$ cat config.mk
export PLATFORM = sky130hd
export DESIGN_NAME = decoder_scan
export DESIGN_NICKNAME = d
export VERILOG_FILES = /design/src/rtl/decoder_pkg.sv /design/src/rtl/onehot_dec.sv /design/src/rtl/decoder_scan.sv
export SDC_FILE = /design/constraint.sdc
export NUM_CORES = 1
export LEC_CHECK = 0
export ABC_AREA = 0
export CORE_AREA = 2 2 53 65
export DETAILED_ROUTE_END_ITERATION = 6
export DIE_AREA = 0 0 55 67
export MAX_ROUTING_LAYER = met4
export PLACE_DENSITY = 0.73
export SYNTH_ARGS = -nofsm -noshare
export SYNTH_HDL_FRONTEND = slang
export SYNTH_SLANG_ARGS = --single-unit
$ cat constraint.sdc
create_clock -name clk -period 1.5 [get_ports clk]
set_input_delay 0.15 -clock clk [delete_from_list [all_inputs] [get_ports clk]]
set_output_delay 0.15 -clock clk [all_outputs]
set_load 0.005 [all_outputs]
$ cat src/rtl/decoder_pkg.sv
// Shared types for the parametrised one-hot decoder with scan mode.
// Latency: n/a (types and constants only).
// Backpressure: n/a.
// Contents: FSM state enum, mode encodings, counter-width helper.
package decoder_pkg;

  // Controller states: idle (outputs dark), holding a decoded code, scanning.
  typedef enum logic [1:0] {
    IDLE = 2'd0,
    HOLD = 2'd1,
    SCAN = 2'd2
  } state_e;

  // Encodings of the mode input.
  localparam logic MODE_DIRECT = 1'b0;
  localparam logic MODE_SCAN   = 1'b1;

  // Width of a counter that must hold 0..n-1; never returns zero so a
  // single-value counter still has a legal (constant) register.
  function automatic int unsigned cnt_w(input int unsigned n);
    return (n > 1) ? $clog2(n) : 1;
  endfunction

endpackage : decoder_pkg

$ cat src/rtl/onehot_dec.sv
// Combinational binary-to-one-hot decoder with out-of-range flag.
// Latency: 0 cycles (purely combinational).
// Backpressure: none; output follows the input code every cycle.
// Ports: code_i (binary code), oh_o[0:OUT_N-1] (oh_o[k] set for code k),
//        oor_o (code_i >= OUT_N; oh_o is all zero in that case).
module onehot_dec #(
  parameter int IN_W  = 4,
  parameter int OUT_N = 12
) (
  input  logic [IN_W-1:0]  code_i,
  output logic [0:OUT_N-1] oh_o,
  output logic             oor_o
);

  always_comb begin
    oh_o = '0;
    for (int i = 0; i < OUT_N; i++) begin
      if (code_i == IN_W'(i)) begin
        oh_o[i] = 1'b1;
      end
    end
  end

  // One extra bit so the compare is valid when OUT_N == 2**IN_W.
  assign oor_o = ({1'b0, code_i} >= (IN_W + 1)'(OUT_N));

endmodule : onehot_dec

$ cat src/rtl/decoder_scan.sv
// Registered binary-to-one-hot decoder with valid/ready input, error flag
// and a self-timed scan mode that walks one active output across OUT_N.
// Latency: 1 cycle from accept (or mode change) to O/out_valid/err.
// Backpressure: in_ready = 1 in IDLE/HOLD (one code per cycle), 0 in SCAN.
// Ports: clk, reset_n (async active-low), mode (0 direct, 1 scan),
//        in_valid/in_code/in_ready (input handshake), O[0:OUT_N-1] (one-hot,
//        O[0] = code 0), out_valid, err (last accepted code >= OUT_N),
//        scan_pos (active index while scanning, else 0).
// Build option: define DECODER_SCAN_ACTIVE_LOW_EN for an active-low O
// (reset value all ones); out_valid, err and scan_pos are unaffected.
module decoder_scan #(
  parameter int IN_W  = 4,
  parameter int OUT_N = 12,
  parameter int DWELL = 4
) (
  input  logic                     clk,
  input  logic                     reset_n,
  input  logic                     mode,
  input  logic                     in_valid,
  input  logic [IN_W-1:0]          in_code,
  output logic                     in_ready,
  output logic [0:OUT_N-1]         O,
  output logic                     out_valid,
  output logic                     err,
  output logic [$clog2(OUT_N)-1:0] scan_pos
);

  import decoder_pkg::*;

  localparam int PW = $clog2(OUT_N);
  localparam int DW = cnt_w(DWELL);

  localparam logic [DW-1:0] DWELL_LAST = DW'(DWELL - 1);
  localparam logic [PW-1:0] POS_LAST   = PW'(OUT_N - 1);

  // XOR mask applied before the output register, so the flop itself holds
  // the pin value and the reset value follows the polarity.
`ifdef DECODER_SCAN_ACTIVE_LOW_EN
  localparam logic [0:OUT_N-1] O_POL = '1;
`else
  localparam logic [0:OUT_N-1] O_POL = '0;
`endif

  // ---------------------------------------------------------------------
  // State
  // ---------------------------------------------------------------------
  state_e          state_q, state_d;
  logic [IN_W-1:0] code_q,  code_d;
  logic [PW-1:0]   pos_q,   pos_d;
  logic [DW-1:0]   dwell_q, dwell_d;
  logic [0:OUT_N-1] o_q,    o_d;
  logic            ov_q,    ov_d;
  logic            err_q,   err_d;

  logic             accept;
  logic             direct_accept;
  logic [IN_W-1:0]  dec_code;
  logic [0:OUT_N-1] dec_oh;
  logic             dec_oor;

  // Ready is a pure function of state: no input-to-output path.
  assign in_ready = (state_q != SCAN);
  assign accept   = in_valid && in_ready;

  // An accept only takes effect when it does not coincide with a switch
  // into scan mode; otherwise the code is consumed and dropped.
  assign direct_accept = accept && (mode == MODE_DIRECT);

  // ---------------------------------------------------------------------
  // FSM, latched code, dwell and position counters
  // ---------------------------------------------------------------------
  always_comb begin
    state_d = state_q;
    code_d  = code_q;
    pos_d   = pos_q;
    dwell_d = dwell_q;

    unique case (state_q)
      IDLE, HOLD: begin
        if (mode == MODE_SCAN) begin
          state_d = SCAN;
          pos_d   = '0;
          dwell_d = '0;
        end else if (direct_accept) begin
          state_d = HOLD;
          code_d  = in_code;
        end
      end

      SCAN: begin
        if (mode == MODE_DIRECT) begin
          state_d = IDLE;
          pos_d   = '0;
          dwell_d = '0;
        end else if (dwell_q == DWELL_LAST) begin
          // Last cycle of this dwell: move on, wrapping after OUT_N-1.
          dwell_d = '0;
          pos_d   = (pos_q == POS_LAST) ? '0 : pos_q + PW'(1);
        end else begin
          dwell_d = dwell_q + DW'(1);
        end
      end

      default: begin
        state_d = IDLE;
        pos_d   = '0;
        dwell_d = '0;
      end
    endcase
  end

  // ---------------------------------------------------------------------
  // Single shared decoder, fed with the value the output register will
  // represent next cycle so O lines up with state_d.
  // ---------------------------------------------------------------------
  assign dec_code = (state_d == SCAN) ? IN_W'(pos_d) : code_d;

  onehot_dec #(
    .IN_W  (IN_W),
    .OUT_N (OUT_N)
  ) u_dec (
    .code_i (dec_code),
    .oh_o   (dec_oh),
    .oor_o  (dec_oor)
  );

  // ---------------------------------------------------------------------
  // Output next-state. An out-of-range code decodes to all zeros, which
  // is exactly the required dark output while err is raised.
  // ---------------------------------------------------------------------
  always_comb begin
    o_d   = O_POL;
    ov_d  = 1'b0;
    err_d = err_q;

    if (state_d != IDLE) begin
      o_d  = dec_oh ^ O_POL;
      ov_d = 1'b1;
    end

    // In SCAN in_ready is 0, so direct_accept is already false there;
    // err only moves on a real code acceptance and survives mode changes.
    if (direct_accept) begin
      err_d = dec_oor;
    end
  end

  // ---------------------------------------------------------------------
  // Registers
  // ---------------------------------------------------------------------
  always_ff @(posedge clk or negedge reset_n) begin
    if (!reset_n) begin
      state_q <= IDLE;
      code_q  <= '0;
      pos_q   <= '0;
      dwell_q <= '0;
      o_q     <= O_POL;
      ov_q    <= 1'b0;
      err_q   <= 1'b0;
    end else begin
      state_q <= state_d;
      code_q  <= code_d;
      pos_q   <= pos_d;
      dwell_q <= dwell_d;
      o_q     <= o_d;
      ov_q    <= ov_d;
      err_q   <= err_d;
    end
  end

  assign O         = o_q;
  assign out_valid = ov_q;
  assign err       = err_q;
  assign scan_pos  = pos_q;

endmodule : decoder_scan

==> impl_metrics.csv <==
group,metric,value,unit
synth,post-synth-top-count-cell,"dfrtp_1",
routing,wirelength,2980,um
sta,fin_ws,-0.110,ns
setup_path,rr_startpoint,"dwell_q[0]",
sta,tightestPinTransition,0.342,ns
finish,nNetsFinal,183,
setup_path,worstPathArrival,1.87,ns
routing,drc,0,
floorplanning,die_h,67,um
synth,synthesis.yosys.warnings,0,
floorplanning,core,3030,um^2
place,io_buffers,26,
routing,wl_met2,1590,um
cts,cts-root-buf,"clkbuf_4",
place,globalplace.congestion,0.816,
synth,synth_common_cells,"dfrtp_1 (26), nor2_1 (10), nand2b_1 (8)",
grt,grt_max_degree,27,
sta,maxSlewHeadroom,77.1,%
routing,wl_met3,147,um
sta,finalMaxSlewViolations,0,
grt,track_usage,19.0,%
synth,synthCells,121,
synth,avgSynthCellArea,11.3,um^2
synth,synth_seq_area_share,47.6,%
grt,grt_pass1_wl,4870,um
cts,cts_max_level,1,
finish,syn2layout_area_growth,45.6,%
cts,cts_buffer_depth,2,
setup_path,reg2regPathDepth,6,
cts,cts_buffers,3,
pwr,power_density,752,nW/um^2
sta,fin_crit,1.61,ns
setup_path,crit_path_end_kind,"register",
finish,nFillCells,247,
sta,rsz0062_at_grt,"yes",
sta,hold_viol,0,
min_path,min_path_type,"in2async",
synth,synthesis.nets,131,
finish,layout-drive-gt1-share,41.9,%
sta,fin_hold_ws,0.177,ns
floorplanning,start_util,45.2,%
pwr,p_leak,0.000903,uW
synth,synth_top_area_share,47.6,%
routing,routed.top_layer,"met4",
setup_path,crit_type,"reg2reg",
finish,finalNonFillerCells,208,
sta,fmax,0.621,GHz
pwr,max-vdd-ir-drop,0.000492,V
setup_path,r2r_slack,-0.11,ns
place,dp.cells,198,
floorplanning,rows,22,
run,maxCapViolCount,0,
routing,vias,1124,
setup_path,r2r-end,"O[9]",
grt,grt.overflow.total,0,
routing,drt_iter0_drc,26,
grt,antenna_found_initial,0,
place,pre_cts_slack,-0.254,ns
routing,ant_nets,0,
setup_path,setup.worst_path.start_class,"register",
floorplanning,die_area,3690,um^2
cts,clk_pin_slew,0.14,ns
sta,fin_setup_tns,-0.995,ns
cts,cts_tree,"yes",
run_status,status,"complete, but fails checks",
synth,synthArstFlopShare,100,%
place,dp_hpwl,2220,um
finish,diodes,0,
synth,netlist_area,1370,um^2
run_status,violations,"setup timing",
floorplanning,ios,27,
sta,final.setup_skew,0.00518,ns
cts,cts.sinks,26,
setup_path,crit_fanout,4,
cts,clk_latency,0.32,ns
routing,wl_per_cell,14.3,um
grt,grt_pass1_vias,1132,
synth,ys.flop_type,"dfrtp_1",
floorplanning,die_w,55,um
synth,synth_edf_count,0,
routing,vias_per_cell,5.40,
sta,finalSetupViolations,14,
synth,synth_seq_cells,26,
setup_path,crit_required,1.76,ns
synth,synth_cell_types,43,
synth,synth.top_cells.by_area,"dfrtp_1 (48%), nand2b_1 (3.7%), a211oi_4 (2.9%), a21o_1 (2.7%), nor2_1 (2.7%)",
sta,period_share,107,%
routing,dr.pass1.iters,4,
synth,yosys.area.top_type,"dfrtp_1",
routing,wl_met1,1150,um
-- critical path: stages, from the launching register on --
cell,delay [ns]
dfrtp_1,0.43
ha_4,0.19
nand2_2,0.07
mux2_4,0.34
a211oi_4,0.27
nand2b_4,0.10
nor3b_2,0.15
-- through the flow --
step           instance area, um^2  power (uW)  util (%)
5_1_grt                       1990        1560      65.7
4_1_cts                       1930        1480      63.6
3_5_place_dp                  1820        1120      60.1
3_3_place_gp                  1820        1110      60.1
2_1_floorplan                 1410         975         -
6_report                      1990        1500      65.7
-- power breakdown --
group          internal [uW]  switching, uW
sequential               746           30.4
combinational            197            174
clock                    149            201
total                   1090            405
-- layer usage --
metal,vias to the layer above,track usage [%]
met5,-,-
met4,0,10.7
met3,10,2.91
met2,35,31.1
met1,547,21.6
li1,532,-
-- timing repair --
item	4_1_cts	5_1_grt
resized for setup	10	12
setup endpoints to repair	16	15
pin swaps	7	7
hold buffers	0	0
endpoints found under the hold margin	0	0
buffers inserted	4	2
-- worst max-delay path by stage --
stage / start / end / slack [ns] / depth (start not counted)
6_report: dwell_q[0] / O[9] / -0.11 / 6
5_1_grt: dwell_q[1] / O[9] / -0.19 / 6
4_1_cts: dwell_q[0] / O[9] / -0.12 / 6
3_5_place_dp: mode / O[9] / -0.25 / 7
3_3_place_gp: mode / O[9] / -0.22 / 7
2_1_floorplan: scan_pos[1] / O[4] / -0.04 / 6
-- placed cells by master, fill, tap and decap left out, drive strengths merged, types with 4 or more instances in the layout --
cell type      count
a211oi             4
and3               4
nor3               6
dfrtp             26
nor2b              5
a21o               5
nor2              12
clkbuf             4
buf               26
nand2b             9
nand2              7
clkdlybuf4s50     24
o21ai              9
-- cells by family (layout without fill, tap and decap cells) --
| family | after synthesis | after routing | share of synthesized area, % |
|---|---|---|---|
| and+or+nand+nor | 56 | 56 | 26.8 |
| AOI/OAI and AO/OA | 29 | 29 | 18.7 |
| DFF | 26 | 26 | 47.6 |
| buffers and inverters | 6 | 57 | 3.57 |
| adders and majority gates | 2 | 2 | 1.83 |
| muxes | 2 | 2 | 1.56 |
-- sequential cells by signal, indices dropped and copies added (netlist names) --
signal / cells
scan_pos: 4
err: 1
code_q: 4
state_q: 2
out_valid: 1
O: 12
dwell_q: 2
-- final cells by class --
cell class / count / area (um^2) / share of cell area, %
inverter: 1 / 3.75 / 0.189
multi-input combinational: 89 / 786 / 39.5
clock buffer: 4 / 36.3 / 1.82
tap: 36 / 45.0 / 2.26
timing repair buffer: 52 / 464 / 23.3
sequential: 26 / 656 / 32.9
(Power assumes the default switching activity.)
